===== config.mk =====
export PLATFORM = sky130hd
export DESIGN_NAME = v_issue_ctrl
export DESIGN_NICKNAME = d
export VERILOG_FILES = /design/src/rtl/vi_pkg.sv /design/src/rtl/vi_fifo.sv /design/src/rtl/v_issue_ctrl.sv
export SDC_FILE = /design/constraint.sdc
export NUM_CORES = 1
export LEC_CHECK = 0
export ABC_AREA = 1
export CAP_MARGIN = 10
export CORE_ASPECT_RATIO = 1.2
export CORE_MARGIN = 3
export CORE_UTILIZATION = 30
export DETAILED_ROUTE_END_ITERATION = 10
export RECOVER_POWER = 25
export SLEW_MARGIN = 0
export SYNTH_ARGS = -nofsm -noshare
export SYNTH_HDL_FRONTEND = slang
export SYNTH_HIERARCHICAL = 1
export SYNTH_SLANG_ARGS = --single-unit

===== constraint.sdc =====
create_clock -name clk -period 45.5 [get_ports clk]
set_input_delay 13.65 -clock clk [delete_from_list [all_inputs] [get_ports clk]]
set_output_delay 13.65 -clock clk [all_outputs]
set_load 0.02 [all_outputs]

===== src/rtl/vi_pkg.sv =====
// Shared types and field layout for the vector issue controller.
// Holds the instruction field offsets, widths and FSM state type.
package vi_pkg;

    localparam int VI_W = 100;
    localparam int VL_W = 9;
    localparam int ID_W = 3;

    // Field widths, LSB-first packing order.
    localparam int W_VS1      = 5;
    localparam int W_VS2      = 5;
    localparam int W_VD       = 5;
    localparam int W_RS1      = 32;
    localparam int W_RS2      = 32;
    localparam int W_UIMM5    = 5;
    localparam int W_FUNCT    = 6;
    localparam int W_PERMUTE  = 1;
    localparam int W_MASK_EN  = 1;
    localparam int W_ALUSRC   = 1;
    localparam int W_DMR      = 1;
    localparam int W_DMW      = 1;
    localparam int W_REG_WE   = 1;
    localparam int W_MEM_REG  = 1;
    localparam int W_XOUT     = 1;
    localparam int W_MODE_LSU = 2;

    localparam int OFF_VS1      = 0;
    localparam int OFF_VS2      = OFF_VS1 + W_VS1;
    localparam int OFF_VD       = OFF_VS2 + W_VS2;
    localparam int OFF_RS1      = OFF_VD + W_VD;
    localparam int OFF_RS2      = OFF_RS1 + W_RS1;
    localparam int OFF_UIMM5    = OFF_RS2 + W_RS2;
    localparam int OFF_FUNCT    = OFF_UIMM5 + W_UIMM5;
    localparam int OFF_PERMUTE  = OFF_FUNCT + W_FUNCT;
    localparam int OFF_MASK_EN  = OFF_PERMUTE + W_PERMUTE;
    localparam int OFF_ALUSRC   = OFF_MASK_EN + W_MASK_EN;
    localparam int OFF_DMR      = OFF_ALUSRC + W_ALUSRC;
    localparam int OFF_DMW      = OFF_DMR + W_DMR;
    localparam int OFF_REG_WE   = OFF_DMW + W_DMW;
    localparam int OFF_MEM_REG  = OFF_REG_WE + W_REG_WE;
    localparam int OFF_XOUT     = OFF_MEM_REG + W_MEM_REG;
    localparam int OFF_MODE_LSU = OFF_XOUT + W_XOUT;

    typedef enum logic {
        ST_IDLE = 1'b0,
        ST_BUSY = 1'b1
    } vi_state_e;

    function automatic logic vi_is_mem(input logic [VI_W-1:0] ins);
        return ins[OFF_DMR] | ins[OFF_DMW];
    endfunction

    function automatic logic vi_is_xout(input logic [VI_W-1:0] ins);
        return ins[OFF_XOUT];
    endfunction

endpackage


===== src/rtl/vi_fifo.sv =====
// Synchronous FIFO with flush and per-entry visibility.
// Ports: push/wdata in, pop/rdata out, full/empty, ent_valid/ent_data per slot.
module vi_fifo #(
    parameter int DEPTH = 4,
    parameter int W     = 8
) (
    input  logic                      clk,
    input  logic                      reset,
    input  logic                      push,
    input  logic [W-1:0]              wdata,
    input  logic                      pop,
    input  logic                      flush,
    output logic [W-1:0]              rdata,
    output logic                      full,
    output logic                      empty,
    output logic [DEPTH-1:0]          ent_valid,
    output logic [DEPTH-1:0][W-1:0]   ent_data
);

    localparam int AW = $clog2(DEPTH);

    logic [AW:0]             wr_q, wr_d;
    logic [AW:0]             rd_q, rd_d;
    logic [AW:0]             cnt;
    logic [AW-1:0]           off;
    logic [DEPTH-1:0][W-1:0] mem_q, mem_d;

    // Extra pointer MSB distinguishes full from empty.
    assign empty    = (wr_q == rd_q);
    assign full     = (wr_q[AW] != rd_q[AW]) &&
                      (wr_q[AW-1:0] == rd_q[AW-1:0]);
    assign rdata    = mem_q[rd_q[AW-1:0]];
    assign ent_data = mem_q;
    assign cnt      = wr_q - rd_q;

    // A slot is live when its distance from the head is below the count.
    always_comb begin
        off       = '0;
        ent_valid = '0;
        for (int i = 0; i < DEPTH; i++) begin
            off          = AW'(i) - rd_q[AW-1:0];
            ent_valid[i] = ({1'b0, off} < cnt);
        end
    end

    always_comb begin
        wr_d  = wr_q;
        rd_d  = rd_q;
        mem_d = mem_q;
        if (flush) begin
            rd_d = wr_q;
        end else begin
            if (push && !full) begin
                mem_d[wr_q[AW-1:0]] = wdata;
                wr_d = wr_q + (AW+1)'(1);
            end
            if (pop && !empty) begin
                rd_d = rd_q + (AW+1)'(1);
            end
        end
    end

    always_ff @(posedge clk or posedge reset) begin
        if (reset) begin
            wr_q  <= '0;
            rd_q  <= '0;
            mem_q <= '0;
        end else begin
            wr_q  <= wr_d;
            rd_q  <= rd_d;
            mem_q <= mem_d;
        end
    end

endmodule


===== src/rtl/v_issue_ctrl.sv =====
// In-order issue controller feeding the vector unit from a small queue.
// Ports: in_* decode side, v_* vector side, status and sticky watchdog error.
module v_issue_ctrl
    import vi_pkg::*;
#(
    parameter int DEPTH   = 4,
    parameter int TIMEOUT = 4096
) (
    input  logic            clk,
    input  logic            reset,
    input  logic            in_valid,
    output logic            in_ready,
    input  logic [VI_W-1:0] in_instr,
    input  logic [VL_W-1:0] in_vl,
    input  logic            flush,
    output logic            v_start,
    output logic [ID_W-1:0] v_id,
    output logic [VI_W-1:0] v_instr,
    output logic [VL_W-1:0] v_vl,
    output logic            v_clear,
    input  logic            v_stall,
    input  logic            v_done,
    output logic            q_empty,
    output logic            vec_busy,
    output logic            mem_pending,
    output logic            xout_pending,
    output logic            err_timeout
);

    localparam int EW   = VI_W + VL_W;
    localparam int WD_W = $clog2(TIMEOUT);

    vi_state_e state_q, state_d;

    logic            v_start_q, v_start_d;
    logic            v_clear_q, v_clear_d;
    logic            err_q, err_d;
    logic [ID_W-1:0] id_cnt_q, id_cnt_d;
    logic [ID_W-1:0] v_id_q, v_id_d;
    logic [VI_W-1:0] v_instr_q, v_instr_d;
    logic [VL_W-1:0] v_vl_q, v_vl_d;
    logic [WD_W-1:0] wd_q, wd_d;

    logic                     q_full;
    logic                     q_empty_w;
    logic [EW-1:0]            head;
    logic [DEPTH-1:0]         ent_valid;
    logic [DEPTH-1:0][EW-1:0] ent_data;
    logic [DEPTH-1:0][EW-1:0] unused_ent;

    logic push;
    logic issue;
    logic abort;
    logic wd_hit;
    logic busy;

    assign busy     = (state_q == ST_BUSY);
    assign in_ready = !q_full && !flush;
    assign push     = in_valid && in_ready;
    assign wd_hit   = (wd_q == WD_W'(TIMEOUT - 1));
    assign issue    = !busy && !flush && !q_empty_w && !v_stall;
    // A done arriving on the last watchdog cycle still completes normally.
    assign abort    = busy && !flush && !v_done && wd_hit;

    vi_fifo #(
        .DEPTH (DEPTH),
        .W     (EW)
    ) u_fifo (
        .clk       (clk),
        .reset     (reset),
        .push      (push),
        .wdata     ({in_instr, in_vl}),
        .pop       (issue),
        .flush     (flush),
        .rdata     (head),
        .full      (q_full),
        .empty     (q_empty_w),
        .ent_valid (ent_valid),
        .ent_data  (ent_data)
    );

    assign unused_ent = ent_data;

    always_ff @(posedge clk or posedge reset) begin
        if (reset) state_q <= ST_IDLE;
        else       state_q <= state_d;
    end

    always_comb begin
        state_d = state_q;
        unique case (state_q)
            ST_IDLE: if (issue) state_d = ST_BUSY;
            ST_BUSY: if (flush || v_done || wd_hit) state_d = ST_IDLE;
            default: state_d = ST_IDLE;
        endcase
    end

    always_comb begin
        v_start_d = issue;
        v_clear_d = (busy && flush) || abort;
        err_d     = err_q || abort;
        id_cnt_d  = id_cnt_q;
        v_id_d    = v_id_q;
        v_instr_d = v_instr_q;
        v_vl_d    = v_vl_q;
        // Counter idles at zero so it starts clean on each issue.
        wd_d      = busy ? wd_q + WD_W'(1) : '0;
        if (issue) begin
            id_cnt_d  = id_cnt_q + ID_W'(1);
            v_id_d    = id_cnt_q;
            v_instr_d = head[VL_W +: VI_W];
            v_vl_d    = head[VL_W-1:0];
        end
    end

    always_ff @(posedge clk or posedge reset) begin
        if (reset) begin
            v_start_q <= 1'b0;
            v_clear_q <= 1'b0;
            err_q     <= 1'b0;
            id_cnt_q  <= '0;
            v_id_q    <= '0;
            v_instr_q <= '0;
            v_vl_q    <= '0;
            wd_q      <= '0;
        end else begin
            v_start_q <= v_start_d;
            v_clear_q <= v_clear_d;
            err_q     <= err_d;
            id_cnt_q  <= id_cnt_d;
            v_id_q    <= v_id_d;
            v_instr_q <= v_instr_d;
            v_vl_q    <= v_vl_d;
            wd_q      <= wd_d;
        end
    end

    // Queued entries plus the in-flight latch while busy.
    always_comb begin
        mem_pending  = busy && vi_is_mem(v_instr_q);
        xout_pending = busy && vi_is_xout(v_instr_q);
        for (int i = 0; i < DEPTH; i++) begin
            if (ent_valid[i]) begin
                mem_pending  = mem_pending |
                               vi_is_mem(ent_data[i][VL_W +: VI_W]);
                xout_pending = xout_pending |
                               vi_is_xout(ent_data[i][VL_W +: VI_W]);
            end
        end
    end

    assign v_start     = v_start_q;
    assign v_clear     = v_clear_q;
    assign v_id        = v_id_q;
    assign v_instr     = v_instr_q;
    assign v_vl        = v_vl_q;
    assign err_timeout = err_q;
    assign q_empty     = q_empty_w;
    assign vec_busy    = !q_empty_w || busy;

endmodule


* Word level (Yosys, flattened, before mapping)
Cells that the tools add are included.
Word-level totals: input port bits 115, register bits 573
Operators by class: equality and inequality tests 4, add/sub/neg operators 9, magnitude comparators 7, reductions and logical operators 28, mux-type cells 19, bitwise gates (word level) 15
Operators with widths (number):
- $bwmux 436 | 1
- $bmux 109 s2 | 1
- $demux 109 s2 | 1
- $mux 109 | 2
- $logic_and 1x1->1 | 15
- $or 1x1->1 | 13
- $add 12x1->12 const B | 1
- $eq 12x12->1 const B | 1
- $lt 2x3->1 | 4
- $mux 12 | 1
- $mux 1 | 10
- $add 3x1->3 const B | 3
- $logic_not 1->1 | 6
- $lt 2x3->1 const B | 2
- $mux 3 | 2
- $logic_or 1x1->1 | 5
- $sub 1x2->2 const A | 2
- $sub 2x2->2 const A | 2
- $eq 3x3->1 | 1
- $sub 3x3->3 | 1
- $eq 2x2->1 | 1
- $ge 2x1->1 const B | 1
- $not 1->1 | 2
- $pmux 1 s2 | 1
- other kinds (3) | 3

* Logic depth before layout (Yosys ltp)
Gate-level depths: netlist (run 1).
depth after elaboration 10, mapped depth 21, gate-level depth less buffers 13

* Hierarchy
The synthesis (run 1) kept the hierarchy.
By module, submodules not included:
- vi_fifo | sequential area each 11060.6 µm², times used 1, area each 21678.3 µm², cells an instance 2644
- v_issue_ctrl | sequential area each 3278.1 µm², times used 1, area each 5158.7 µm², cells an instance 591

* Least setup slack after synthesis (run 1)
Ideal clock, no wire load.
path type input-to-output, from input flush, to output in_ready, path buffers 0, arrival 13943 ps, stages on the path 1, path slack 17907 ps, path through nor2_1
On the way: word-level cells in the longest chain between the ends 2
Ends and longest elaborated chain:
- start: declaration | RTL line v_issue_ctrl.sv:15 | input logic flush,
- $logic_not 1->1 | RTL line v_issue_ctrl.sv:58 | assign in_ready = !q_full && !flush;
- $logic_and 1x1->1 | RTL line v_issue_ctrl.sv:58
- end: declaration | RTL line v_issue_ctrl.sv:12 | output logic in_ready,
No other way between the ends.

* Final worst setup path (run 1)
Ends and elaborated chain as after synthesis.

==> impl_metrics.tcl, run 1 <==
set metrics [dict create \
    cts.path.max_buffers 3 \
    root_buffer "clkbuf_16" \
    route.detailed.drc 0 \
    seqCellArea_um2 14300 \
    synth-adder-area-share_pct 0.821 \
    die_x_um 279 \
    grt_max_degree 196 \
    setup_viol 0 \
    cts.sinks 573 \
    p_per_area_nw_per_um2 74.3 \
    grt-ovfl-total 0 \
    drtIter0Drc 2141 \
    synth-compound-area-share_pct 7.11 \
    max_freq_ghz 0.0347 \
    initial_core_util_pct 30.4 \
    hold_class "flop to flop" \
    clkLatencyLatePin_ns 0.62 \
    synth_top_family_by_area "simple AND/OR/NAND/NOR gates" \
    htreeDepth 3 \
    area_growth_pct 17.5 \
    postCtsSetupRepairBufs 0 \
    synthSimpleGateAreaFrac_pct 31.8 \
    worst_path_max_delay_cell "dlygate4sd3_1" \
    avgSynthCellArea_um2 8.30 \
    finalCriticalPeriod_ns 28.84 \
    rows 119 \
    syn_nets 3367 \
    clkTransAtPathRegs_ns 0.05 \
    dieArea_um2 93100 \
    cts_buffers 68 \
    ys_types 27 \
    leakage_nw 15.4 \
    final_nets 3407 \
    final_cells 4481 \
    hold_viol_final 0 \
    grt_pass1_vias 23200 \
    rsz0062_at_grt "false" \
    fill_cells 9202 \
    io_buffers 234 \
    muxShareOfSynthArea_pct 0 \
    crit_arrival_ns 15.19 \
    grt_pass1_wl_um 139000 \
    drv_cap 5 \
    post_cts_resize_count 0 \
    gp_congestion 0.738 \
    vias 23500 \
    postSynthCellCount 3235 \
    place_area_um2 29300 \
    finalCritPeriodShare_pct 63.4 \
    dp.cells 4354 \
    place_ws_ns 16.69 \
    slew-limit-headroom_pct -502 \
    postLayoutCellArea_um2 31500 \
    setup.worst_path.start_class "primary input" \
    ios 235 \
    crit_path_end_kind "output port" \
    detail-route-antenna-nets 0 \
    setup_tns_ns 0 \
    yosysWarnings 6 \
    cts_tree "built" \
    final_cell_mix "nand2_1 (1,259), dfrtp_1 (571), nand4_1 (440)" \
    first_pass_iters 7 \
    viasPerCell 5.24 \
    dpl.hpwl_um 45200 \
    crit_type "primary input to output port" \
    status "finished with violations" \
    finalWirelength_um 88700 \
    violations "capacitance limit, slew limit" \
    worstPathMaxFanout 12 \
    seq_area_frac_synth_pct 53.4 \
    core-area_um2 88300 \
    hold_buffers 0 \
    finish.utilization_pct 35.7 \
    ir_drop_mv 0.0498 \
    tightest_slew_ns 9.03 \
    skew_ns 0.0198 \
    hold_slack_ns 0.462 \
    crit_required_ns 31.85 \
    antenna_found_initial 17 \
    multi_input_area_um2 10800 \
    synthXorXnorAreaFrac_pct 0.0979 \
    synth_seq_cells 573 \
    die_h_um 334 \
    slew_violations 457 \
    netlist_area_um2 26800 \
    p_total_mw 2.34 \
    grt_use_total_pct 18.8 \
    worst_slack_ns 16.66 \
    drive_above_1_share_pct 4.43 \
    avgRoutedWirePerCell_um 19.8 \
    final_common_cell "nand2_1" \
    path_cells "dlygate4sd3_1, nor2_1, clkdlybuf4s50_1" \
    critPathMaxStageDelay_ns 0.73 \
]
==> area by class of cell <==
class                   instances  area share, %
clock inverters                23          0.845
clock buffers                  94           6.26
flip-flops and latches        573           45.5
inverters                      33          0.428
well taps                    1149           4.56
diodes                         10         0.0793
multi-input cells            2338           34.2
repair buffers                261           8.16
==> state kept, by name, indices dropped and copies added (netlist names), 3 cells and up <==
register	flops
v_vl	9
u_fifo/rd_q	3
wd_q	12
u_fifo/wr_q	3
id_cnt_q	3
v_id	3
v_instr	100
u_fifo/ent_data	436
==> synth_stat cells (all sizes together) <==
cell | count | area [um^2]
nor3b | 1 | 7.51
ha | 16 | 200
xor2 | 2 | 17.5
nand3 | 18 | 95.1
a21oi | 7 | 35.0
o21ai | 237 | 1190
dfrtp | 573 | 14300
clkbuf | 111 | 417
nand3b | 1 | 7.51
xnor2 | 1 | 8.76
a31oi | 1 | 6.26
nor3 | 1 | 5.00
buf | 180 | 1280
nand4 | 440 | 2750
fa | 1 | 20.0
inv | 33 | 126
o22ai | 109 | 682
nor2 | 243 | 915
nand2 | 1260 | 4740
==> worst max-delay path, delay by kind of cell <==
kind	cells	cell delay [ns]
simple gates	1	0.19
buf+inv	2	1.35
==> cell families after synthesis <==
| group | Yosys count |
|---|---|
| and+or+nand+nor | 1964 |
| DFF | 573 |
| AOI/OAI and AO/OA | 354 |
| buffers and inverters | 324 |
| adders and majority gates | 17 |
| xor gates and xnor gates | 3 |
==> final timing paths <==
path	start	to	slack (ns)	depth (start not counted)
setup / recovery	flush	in_ready	16.66	3
hold / removal	u_fifo/ent_data[160]$_DFFE_PP0P_	u_fifo/ent_data[160]$_DFFE_PP0P_	0.46	2
setup reg to reg	u_fifo/rd_q[1]$_DFFE_PP0P_	v_instr[61]$_DFFE_PP0P_	38.49	12
hold reg to reg	u_fifo/ent_data[160]$_DFFE_PP0P_	u_fifo/ent_data[160]$_DFFE_PP0P_	0.46	2
max in group asynchronous	reset	u_fifo/ent_data[341]$_DFFE_PP0P_	20.72	3
min in group asynchronous	reset	u_fifo/ent_data[165]$_DFFE_PP0P_	14.75	2
==> per-layer routing <==
metal / vias up / wire, um / track usage [%]
li1: 11000 / - / -
met3: 112 / 5090 / 3.55
met1: 11700 / 39500 / 25.4
met5: - / 65 / 0
met4: 8 / 1600 / 5.29
met2: 688 / 42400 / 30.7
==> report_power, final <==
part           switching, mW  total [mW]  internal [mW]
clock                  0.225       0.552          0.327
combinational          0.627       0.931          0.303
sequential             0.138       0.862          0.724
total                  0.990        2.34           1.35
Power figures use the tool's default switching activity.
==> run 2: changes to the inputs <==
- clock period: 45.5 -> 23.1 ns (I/O delays scaled with it)
==> run 2 against run 1 <==
The run still ends with capacitance limit, slew limit left. Sequential power increased by 95%. Register-to-register slack got worse by 22 ns. Cell count increased by 0.27%. Global-route usage increased by 0.10 points. Utilization about the same. Worst setup slack got worse by 9.0 ns. Clock skew increased by 0.00054 ns. Worst hold slack got worse by 0.0015 ns. Total power increased by 95%. Non-clock buffer count increased by 2. Critical endpoint unchanged.
==> impl_metrics.tcl, run 2 (same netlist as run 1, synthesis figures left out) <==
set metrics [dict create \
    place_ws_ns 7.73 \
    max_freq_ghz 0.0649 \
    dieArea_um2 93100 \
    grt_pass1_vias 23200 \
    finalCriticalPeriod_ns 15.41 \
    finalWirelength_um 88800 \
    detail-route-antenna-nets 0 \
    p_total_mw 4.58 \
    htreeDepth 3 \
    antenna_found_initial 22 \
    hold_slack_ns 0.460 \
    hold_buffers 0 \
    crit_path_end_kind "output port" \
    cts.sinks 573 \
    drive_above_1_share_pct 4.42 \
    crit_arrival_ns 8.48 \
    slew_violations 269 \
    vias 23400 \
    leakage_nw 15.5 \
    skew_ns 0.0204 \
    largest_reg_flops 436 \
    fill_cells 9184 \
    dpl.hpwl_um 46200 \
    setup_tns_ns 0 \
    final_nets 3407 \
    hold_viol_final 0 \
    crit_type "primary input to output port" \
    worst_slack_ns 7.69 \
    rsz0062_at_grt "false" \
    postLayoutCellArea_um2 31500 \
    initial_core_util_pct 30.4 \
    slew-limit-headroom_pct -328 \
    postCtsSetupRepairBufs 0 \
    gp_congestion 0.755 \
    clkLatencyLatePin_ns 0.63 \
    grt_pass1_wl_um 139000 \
    die_x_um 279 \
    core-area_um2 88300 \
    root_buffer "clkbuf_16" \
    area_growth_pct 17.5 \
    setup_viol 0 \
    crit_required_ns 16.17 \
    status "finished with violations" \
    post_cts_resize_count 0 \
    drv_cap 3 \
    rows 119 \
    hold_class "flop to flop" \
    io_buffers 234 \
    cts_buffers 66 \
    cts.path.max_buffers 3 \
    violations "capacitance limit, slew limit" \
    finalCritPeriodShare_pct 66.7 \
    worstPathMaxFanout 12 \
    drtIter0Drc 1759 \
    p_per_area_nw_per_um2 145 \
    viasPerCell 5.20 \
    grt-ovfl-total 0 \
    clkTransAtPathRegs_ns 0.05 \
    grt_max_degree 164 \
    avgRoutedWirePerCell_um 19.8 \
    die_h_um 334 \
    place_area_um2 29300 \
    ios 235 \
    cts_tree "built" \
    route.detailed.drc 0 \
    final_common_cell "nand2_1" \
    setup.worst_path.start_class "primary input" \
    ir_drop_mv 0.131 \
    grt_use_total_pct 18.9 \
    tightest_slew_ns 6.42 \
    final_cell_mix "nand2_1 (1,259), dfrtp_1 (571), nand4_1 (440)" \
    first_pass_iters 8 \
]
-- run 2: final timing paths --
kind	start	to	depth (start not counted)	slack, ns
worst max-delay path	flush	in_ready	3	7.69
worst min-delay path	err_timeout$_DFF_PP0_	err_timeout$_DFF_PP0_	2	0.46
worst max register to register	u_fifo/rd_q[1]$_DFFE_PP0P_	v_instr[51]$_DFFE_PP0P_	12	16.40
worst min register to register	err_timeout$_DFF_PP0_	err_timeout$_DFF_PP0_	2	0.46
max in group asynchronous	reset	u_fifo/ent_data[141]$_DFFE_PP0P_	2	11.38
min in group asynchronous	reset	v_instr[49]$_DFFE_PP0P_	2	8.16
-- run 2: where the power goes --
part	switching [mW]	internal (mW)	total, mW
combinational	1.25	0.583	1.83
sequential	0.255	1.43	1.68
clock	0.448	0.618	1.07
-- run 2: area by class of cell --
cell class	instances	area (um^2)	area share (%)
Sequential cell	573	14300	45.5
Multi-Input combinational cell	2338	10800	34.2
Timing Repair Buffer	263	2580	8.20
Clock buffer	99	1930	6.11
Tap cell	1149	1440	4.56
Clock inverter	20	277	0.877
Inverter	33	135	0.429
Antenna cell	18	45.0	0.143
-- run 2: stage by stage --
step,cells,util [%]
after global routing,4487,35.7
after detailed placement,4356,33.2
final,4493,35.7
after CTS,4475,35.7
after global placement,4356,33.2
after floorplan,3235,-
-- run 2: worst max-delay path, cell delays in order --
cell             delay (ns)
dlygate4sd3_1          0.74
nor2_1                 0.18
clkdlybuf4s50_1        0.62
-- run 2: layer usage --
layer	global-route usage, %	routed length (um)	vias to the layer above
met5	0	60	-
met4	6.64	2100	8
met3	3.91	5810	132
met2	30.8	42400	695
met1	24.9	38400	11500
li1	-	-	11000
